## config.mk

```make
export PLATFORM = sky130hd
export DESIGN_NAME = alu_issue_stage
export DESIGN_NICKNAME = d
export VERILOG_FILES = /design/src/rtl/alu_issue_stage.sv
export SDC_FILE = /design/constraint.sdc
export NUM_CORES = 1
export LEC_CHECK = 0
export ABC_AREA = 1
export BUFFER_PORTS_ARGS = -buffer_cell sky130_fd_sc_hd__buf_2
export CELL_PAD_IN_SITES_DETAIL_PLACEMENT = 1
export CELL_PAD_IN_SITES_GLOBAL_PLACEMENT = 1
export CORE_UTILIZATION = 32
export DETAILED_ROUTE_END_ITERATION = 8
export PLACE_DENSITY_LB_ADDON = 0.1
export SLEW_MARGIN = 20
export SYNTH_ARGS = -nofsm -noshare
export SYNTH_HDL_FRONTEND = slang
export SYNTH_SLANG_ARGS = --single-unit
export TNS_END_PERCENT = 5
```

## constraint.sdc

```tcl
create_clock -name clk -period 1.6 [get_ports clk]
set_input_delay 0.32 -clock clk [delete_from_list [all_inputs] [get_ports clk]]
set_output_delay 0.32 -clock clk [all_outputs]
set_load 0.05 [all_outputs]
```

## src/rtl/alu_issue_stage.sv

```systemverilog
// RV32I decode/issue stage: decodes an instruction into the ALU op, operands and writeback info.
// The stage holds one entry behind a valid/ready handshake. Build option ALU_ISSUE_ILLEGAL_TRAP_EN flags illegal encodings.
module alu_issue_stage #(
   parameter int               XLEN        = 32,
   parameter logic [XLEN-1:0]  LINK_OFFSET = 32'd4
) (
   input  logic            clk,
   input  logic            rst_n,
   input  logic            in_valid,
   output logic            in_ready,
   input  logic [31:0]     in_instr,
   input  logic [XLEN-1:0] in_pc,
   input  logic [XLEN-1:0] in_rs1_data,
   input  logic [XLEN-1:0] in_rs2_data,
   input  logic            flush,
   output logic            out_valid,
   input  logic            out_ready,
   output logic [3:0]      out_alu_op,
   output logic [XLEN-1:0] out_op1,
   output logic [XLEN-1:0] out_op2,
   output logic [4:0]      out_rd,
   output logic            out_reg_we,
   output logic            out_is_branch,
   output logic [2:0]      out_funct3,
   output logic            out_illegal
);
   localparam logic [6:0] OPC_R      = 7'b0110011;
   localparam logic [6:0] OPC_I      = 7'b0010011;
   localparam logic [6:0] OPC_LOAD   = 7'b0000011;
   localparam logic [6:0] OPC_STORE  = 7'b0100011;
   localparam logic [6:0] OPC_BRANCH = 7'b1100011;
   localparam logic [6:0] OPC_LUI    = 7'b0110111;
   localparam logic [6:0] OPC_AUIPC  = 7'b0010111;
   localparam logic [6:0] OPC_JAL    = 7'b1101111;
   localparam logic [6:0] OPC_JALR   = 7'b1100111;
   localparam logic [6:0] F7_ZERO    = 7'b0000000;
   localparam logic [6:0] F7_ALT     = 7'b0100000;

   localparam logic [3:0] OP_ADD  = 4'b0000;
   localparam logic [3:0] OP_SUB  = 4'b0001;
   localparam logic [3:0] OP_AND  = 4'b0010;
   localparam logic [3:0] OP_OR   = 4'b0011;
   localparam logic [3:0] OP_XOR  = 4'b0100;
   localparam logic [3:0] OP_SLL  = 4'b0101;
   localparam logic [3:0] OP_SRL  = 4'b0110;
   localparam logic [3:0] OP_SRA  = 4'b0111;
   localparam logic [3:0] OP_SLT  = 4'b1000;
   localparam logic [3:0] OP_SLTU = 4'b1001;

   function automatic logic [3:0] alu_from_f3(input logic [2:0] f3);
      logic [3:0] op;
      case (f3)
         3'b000:  op = OP_ADD;
         3'b001:  op = OP_SLL;
         3'b010:  op = OP_SLT;
         3'b011:  op = OP_SLTU;
         3'b100:  op = OP_XOR;
         3'b101:  op = OP_SRL;
         3'b110:  op = OP_OR;
         3'b111:  op = OP_AND;
         default: op = OP_ADD;
      endcase
      return op;
   endfunction

   logic [6:0]      opcode_s, f7_s;
   logic [2:0]      f3_s;
   logic [XLEN-1:0] imm_i_s, imm_s_s, imm_u_s;
   logic [3:0]      dec_op_s;
   logic [XLEN-1:0] dec_op1_s, dec_op2_s;
   logic            dec_we_s, dec_br_s, dec_ill_s;

   logic            valid_q, valid_d, accept_s, load_s;
   logic [3:0]      alu_op_q, alu_op_d;
   logic [XLEN-1:0] op1_q, op1_d, op2_q, op2_d;
   logic [4:0]      rd_q, rd_d;
   logic            we_q, we_d, br_q, br_d, ill_q, ill_d;
   logic [2:0]      f3_q, f3_d;

   assign opcode_s = in_instr[6:0];
   assign f3_s     = in_instr[14:12];
   assign f7_s     = in_instr[31:25];
   assign imm_i_s  = {{20{in_instr[31]}}, in_instr[31:20]};
   assign imm_s_s  = {{20{in_instr[31]}}, in_instr[31:25], in_instr[11:7]};
   assign imm_u_s  = {in_instr[31:12], 12'h000};

   // Raw instruction decode, before illegal-instruction substitution.
   always_comb begin
      dec_op_s  = OP_ADD;
      dec_op1_s = '0;
      dec_op2_s = '0;
      dec_we_s  = 1'b0;
      dec_br_s  = 1'b0;
      dec_ill_s = 1'b0;
      case (opcode_s)
         OPC_R: begin
            dec_op1_s = in_rs1_data;
            dec_op2_s = in_rs2_data;
            dec_we_s  = 1'b1;
            dec_op_s  = alu_from_f3(f3_s);
            if (f7_s == F7_ALT) begin
               if (f3_s == 3'b000)      dec_op_s = OP_SUB;
               else if (f3_s == 3'b101) dec_op_s = OP_SRA;
               else                     dec_ill_s = 1'b1;
            end else if (f7_s != F7_ZERO) begin
               dec_ill_s = 1'b1;
            end else begin
               dec_ill_s = 1'b0;
            end
         end
         OPC_I: begin
            dec_op1_s = in_rs1_data;
            dec_op2_s = imm_i_s;
            dec_we_s  = 1'b1;
            dec_op_s  = alu_from_f3(f3_s);
            if (f3_s == 3'b001) begin
               dec_ill_s = (f7_s != F7_ZERO);
            end else if (f3_s == 3'b101) begin
               dec_ill_s = (f7_s != F7_ZERO) && (f7_s != F7_ALT);
               dec_op_s  = in_instr[30] ? OP_SRA : OP_SRL;
            end else begin
               dec_ill_s = 1'b0;
            end
         end
         OPC_LOAD: begin
            dec_op1_s = in_rs1_data;
            dec_op2_s = imm_i_s;
            dec_we_s  = 1'b1;
         end
         OPC_STORE: begin
            dec_op1_s = in_rs1_data;
            dec_op2_s = imm_s_s;
         end
         OPC_BRANCH: begin
            dec_op1_s = in_rs1_data;
            dec_op2_s = in_rs2_data;
            dec_br_s  = 1'b1;
            case (f3_s)
               3'b000, 3'b001: dec_op_s = OP_SUB;
               3'b100, 3'b101: dec_op_s = OP_SLT;
               3'b110, 3'b111: dec_op_s = OP_SLTU;
               default:        dec_ill_s = 1'b1;
            endcase
         end
         OPC_LUI: begin
            dec_op2_s = imm_u_s;
            dec_we_s  = 1'b1;
         end
         OPC_AUIPC: begin
            dec_op1_s = in_pc;
            dec_op2_s = imm_u_s;
            dec_we_s  = 1'b1;
         end
         OPC_JAL, OPC_JALR: begin
            dec_op1_s = in_pc;
            dec_op2_s = LINK_OFFSET;
            dec_we_s  = 1'b1;
         end
         default: dec_ill_s = 1'b1;
      endcase
   end

   // Illegal substitution and next-state values for the pipeline register.
   always_comb begin
      alu_op_d = dec_op_s;
      op1_d    = dec_op1_s;
      op2_d    = dec_op2_s;
      rd_d     = in_instr[11:7];
      we_d     = dec_we_s;
      br_d     = dec_br_s;
      f3_d     = f3_s;
      ill_d    = 1'b0;
      if (dec_ill_s) begin
         alu_op_d = OP_ADD;
         op1_d    = '0;
         op2_d    = '0;
         we_d     = 1'b0;
         br_d     = 1'b0;
`ifdef ALU_ISSUE_ILLEGAL_TRAP_EN
         ill_d    = 1'b1;
`else
         rd_d     = 5'd0;
`endif
      end else begin
         ill_d    = 1'b0;
      end
      if (rd_d == 5'd0) we_d = 1'b0;
      else              we_d = we_d;
   end

   assign in_ready = !valid_q || out_ready;
   assign accept_s = in_valid && in_ready;
   assign load_s   = accept_s && !flush;

   // Entry occupancy: flush dominates, then accept, then drain.
   always_comb begin
      valid_d = valid_q;
      if (flush)          valid_d = 1'b0;
      else if (accept_s)  valid_d = 1'b1;
      else if (out_ready) valid_d = 1'b0;
      else                valid_d = valid_q;
   end

   // Pipeline register; payload only moves on a surviving accept so stalls hold stable.
   always_ff @(posedge clk or negedge rst_n) begin
      if (!rst_n) begin
         valid_q  <= 1'b0;
         alu_op_q <= 4'd0;
         op1_q    <= '0;
         op2_q    <= '0;
         rd_q     <= 5'd0;
         we_q     <= 1'b0;
         br_q     <= 1'b0;
         f3_q     <= 3'd0;
         ill_q    <= 1'b0;
      end else begin
         valid_q <= valid_d;
         if (load_s) begin
            alu_op_q <= alu_op_d;
            op1_q    <= op1_d;
            op2_q    <= op2_d;
            rd_q     <= rd_d;
            we_q     <= we_d;
            br_q     <= br_d;
            f3_q     <= f3_d;
            ill_q    <= ill_d;
         end
      end
   end

   assign out_valid     = valid_q;
   assign out_alu_op    = alu_op_q;
   assign out_op1       = op1_q;
   assign out_op2       = op2_q;
   assign out_rd        = rd_q;
   assign out_reg_we    = we_q;
   assign out_is_branch = br_q;
   assign out_funct3    = f3_q;
   assign out_illegal   = ill_q;
endmodule

```

Word level (Yosys, flattened, before mapping) --
Memories as Yosys holds them, arrays and structs flattened. Cells that the tools add are included.
Storage, ports and cells: flip-flop bits (word level) 79, latch bits 0, memory bits (writable) 0, logic and storage cells 78, ROM bits 64, memories 2, bits of input ports 133
Operators by class: shifts and indexed selects 0, $lt $le $gt $ge 0, $add $sub $neg 0, mux-type cells 30, eq/ne operators 16, reductions and logical operators 22, divide/modulo/power cells 0, multiply operators 0, bitwise operators 0
Memories:
- (no name shown) | words 8, bits a word 4, read ports 1, clocked after memory_dff 0, write ports 0, RTL line 52 | case (f3)
- (no name shown) | words 8, bits a word 4, read ports 1, clocked after memory_dff 0, write ports 0, RTL line 52
Operators with widths (count):
- $pmux 32 s5 | 1
- $mux 32 | 2
- $pmux 32 s2 | 1
- $eq 7x6->1 const B | 4
- $mux 4 | 6
- $pmux 4 s3 | 2
- $eq 7x7->1 const B | 3
- $mux 1 | 16
- $eq 7x5->1 const B | 2
- $reduce_or 2->1 | 7
- $eq 3x3->1 const B | 4
- $reduce_or 6->1 | 2
- $eq 7x2->1 const B | 1
- $ne 7x6->1 const B | 1
- $reduce_bool 7->1 | 1
- $reduce_or 7->1 | 1
- $logic_not 5->1 | 1
- $mux 5 | 1
- $reduce_or 5->1 | 1
- $pmux 1 s4 | 1
- $eq 3x1->1 const B | 1
- $logic_and 1x1->1 | 3
- $logic_not 3->1 | 1
- $reduce_bool 3->1 | 1
- 3 further kinds | 4

Logic depth before layout (Yosys ltp) --
depth after elaboration 8, depth in mapped cells 13, mapped depth without buffers 12

Least setup slack after synthesis --
No wires, ideal clock.
path kind reg2reg, start point reg valid_q, in the netlist out_valid, end point reg br_q, in the netlist out_is_branch, data arrival time 1.752 ns, path buffers 2, stages on the path, launching flop included 9, setup slack -0.225 ns, period minus slack after synthesis 1.825 ns, path through dfrtp_1 -> inv_1 -> nor2_1 -> nor3_4 -> inv_2 -> clkbuf_1 -> clkbuf_1 -> nand2_1 -> o21ai_2
On the way: cells in the longest elaborated chain, start to end 4
Ends and longest elaborated chain:
- start, declared | RTL line 73 | logic valid_q, valid_d, accept_s, load_s;
- start signal, assigned | RTL line 217 | valid_q <= valid_d;
- $logic_not 1->1 | RTL line 191 | assign in_ready = !valid_q || out_ready;
- $logic_or 1x1->1 | RTL line 191
- $logic_and 1x1->1 | RTL line 192 | assign accept_s = in_valid && in_ready;
- $logic_and 1x1->1 | RTL line 193 | assign load_s = accept_s && !flush;
- end signal, assigned | RTL line 224 | br_q <= br_d;
- end, declared | RTL line 77 | logic we_q, we_d, br_q, br_d, ill_q, ill_d;
Every way passes these cells. A chain may end at the register's enable or synchronous reset.

Worst setup path in the final report --
start point reg valid_q, in the netlist out_valid, end point out in_ready
On the way: cells in the longest elaborated chain, start to end 2
Ends and longest elaborated chain:
- $logic_not 1->1 | RTL line 191
- $logic_or 1x1->1 | RTL line 191
- end, declared | RTL line 10 | output logic in_ready,
Every way passes these cells.

==> flow_summary.toml <==
[synthesis]
synth-edff-count = 0
synth_top_flop_cell = "dfrtp_1"
yosysSeqAreaShare_pct = 47.3
synth.avg_cell_area_um2 = 7.93
ys_seq_elements = 79
synth_cell_types = 35
synth_area_um2 = 4180
yosysWarningCount = 0
syn_inst = 527
synth_nets = 664
synth_async_sr_flop_share_pct = 100

[detailed_routing]
ant_nets = 0
route.detailed.drc = 0
finalWirelength_um = 15500
first_pass_iters = 4
route.vias.total = 4602
wl_per_cell_um = 16.3
drt_iter0_markers = 196
via_per_inst = 4.84

[placement]
placed_area_um2 = 5810
portBuffers = 212
place_ws_ps = -270
post-dp-hpwl_um = 12100
gp_congestion = 0.853

[grt]
overflow = 0
grt_pass1_wl_um = 23700
grt_max_degree = 80
grt_pass1_vias = 4747
antenna_found_initial = 0
grtUsageTotal_pct = 23.0

[finish]
multi_input_area_um2 = 1920
layout_common_cells = "buf_2 (211), nand2_1 (120), o21ai_0 (108), dfrtp_1 (78), buf_4 (51)"
finish.utilization_pct = 48.8
n_antenna_cell = 0
final_cell_area_um2 = 6190
final_common_cell = "buf_2"
seq_area_um2 = 1980
syn_to_final_growth_pct = 48.0
final_nets = 911
drive_above_1_share_pct = 41.2
nFillCells = 1631

[power_and_ir_drop]
powerDensity_nw_per_um2 = 818
clock_power_share_pct = 47.1
p_comb_share_pct = 12.7
switching_power_w = 0.00126
swShare_pct = 24.8
p_int_w = 0.00380
vdd_drop_max_v = 0.000391
leakage_nw = 3.30
sequentialPowerShare_pct = 40.2

[clock_tree]
cts_hold_buf = 0
cts_max_level = 3
cts_setup_buffers = 0
clk-insertion-delay-late_ps = 330
cts.clk_slew.worst_paths_ps = 60
cts_sinks = 79
cts_tree = "built"
clk_path_buf_depth = 2
numCtsBuffers = 9
cts_root_buffer = "clkbuf_16"
postCtsResizedCells = 0

[floorplanning]
ios = 214
die_area_um2 = 13500
die_h_um = 116
rows = 41
start_util_pct = 33.0
die_x_um = 116
core_region_area_um2 = 12700

[worst_setup_path]
path_cells = "inv_1, nor2_2, inv_1, buf_2"
critPathLaunch = "out_valid$_DFFE_PN0P_"
path_class = "reg -> out"
crit_required_ps = 1280
cp.arrival_ps = 1170
start_kind = "register"
cp_common_cell = "inv_1"
rr_startpoint = "out_valid$_DFFE_PN0P_"
crit_path_max_fanout = 2
cp-end-kind = "primary output"
critPathSlowestCell = "dfrtp_2"
cp_slowest_stage_delay_ps = 400

[timing]
timing.setup.tns_ps = 0
finalHoldViolCount = 1
layout_min_cycle_time_ps = 1490
fmax_ghz = 0.672
fin_skew_ps = 5.45
final_max_slew_viol_count = 0
finalSetupViolCount = 0
fin_ws_ps = 112
post-route-period-util_pct = 93.0
hold_ws_ps = -0.871
grt_setup_unrepaired = "false"

[run_status]
status = "finished, violations left"
violations = "negative hold slack"

[job]
cap_violations = 0

[hold_path]
min_path_type = "in -> async"
==> through the flow <==
step | instances | power [W] | hold WS, ps
detailed placement | 935 | 0.00271 | 382
finish | 951 | 0.00506 | -0.871
CTS | 951 | 0.00511 | 24.2
floorplan | 527 | 0.00233 | 24.4
global route | 951 | 0.00526 | 29.6
global placement | 935 | 0.00270 | 382
==> critical path: cells and delay by family, from the launching register on <==
kind | cells | cell delay (ps)
DFF | 1 | 400
buffers and inverters | 3 | 380
and+or+nand+nor | 1 | 50
==> logic make-up after synthesis <==
| kind of cell | synth area share [%] |
|---|---|
| AOI/OAI and AO/OA | 24.6 |
| buffers and inverters | 7.81 |
| adders and majority gates | 1.20 |
| DFF | 47.3 |
| and+or+nand+nor | 19.0 |
| other | 0.0897 |
==> power groups by stage <==
stage,logic (W),registers [W],clock network (W)
3_5_place_dp,0.000643,0.00207,0
5_1_grt,0.000706,0.00203,0.00252
2_1_floorplan,0.000175,0.00215,0
6_report,0.000645,0.00203,0.00238
3_3_place_gp,0.000631,0.00207,0
4_1_cts,0.000646,0.00203,0.00243
==> flip-flops by register name, indices dropped and copies added (netlist names) <==
register / count
out_alu_op: 4
out_op1: 32
out_rd: 5
out_reg_we: 1
out_op2: 32
out_funct3: 3
out_is_branch: 1
out_valid: 1
==> cell usage after synthesis (2+ instances only) <==
library cell    n  area (µm²)
nand2_1       121         454
o21ai_0       110         551
dfrtp_1        79        1980
inv_1          41         154
nor2_1         41         154
a22oi_1        32         240
clkbuf_1       19        71.3
nand3_1        14        70.1
o21ai_2        10        87.6
buf_2           7        35.0
o21ai_1         7        35.0
o31ai_1         7        52.6
a21oi_1         5        25.0
ha_1            4        50.1
clkbuf_2        3        15.0
inv_2           3        11.3
nor3_1          3        15.0
nand2_2         2        12.5
nand3_2         2        20.0
nor2_2          2        12.5
==> worst paths after layout <==
path / endpoint / slack (ps) / depth (start not counted)
max: in_ready / 110 / 4
min: out_op1[29]$_DFFE_PN0P_ / -0.9 / 2
max reg2reg: out_alu_op[1]$_DFFE_PN0P_ / 120 / 6
min reg2reg: out_alu_op[0]$_DFFE_PN0P_ / 480 / 2
max in group asynchronous: out_valid$_DFFE_PN0P_ / 1250 / 2
min in group clk: out_valid$_DFFE_PN0P_ / 180 / 2
==> layout make-up <==
type | instances | area share, %
tap | 172 | 3.48
clock inverter | 7 | 1.94
inverter | 45 | 2.77
multi-input combinational | 371 | 31.0
clock buffer | 9 | 3.64
timing repair buffer | 268 | 25.2
sequential | 79 | 32.0
==> routing by layer <==
layer / wire, µm / global-route usage [%] / vias to the layer above
li1: - / - / 2251
met3: 815 / 3.22 / 14
met2: 7610 / 39.6 / 149
met1: 6810 / 29.8 / 2188
met4: 253 / 7.09 / 0
met5: 0 / 0 / -
Note: power is estimated with default switching activity, not from simulation.
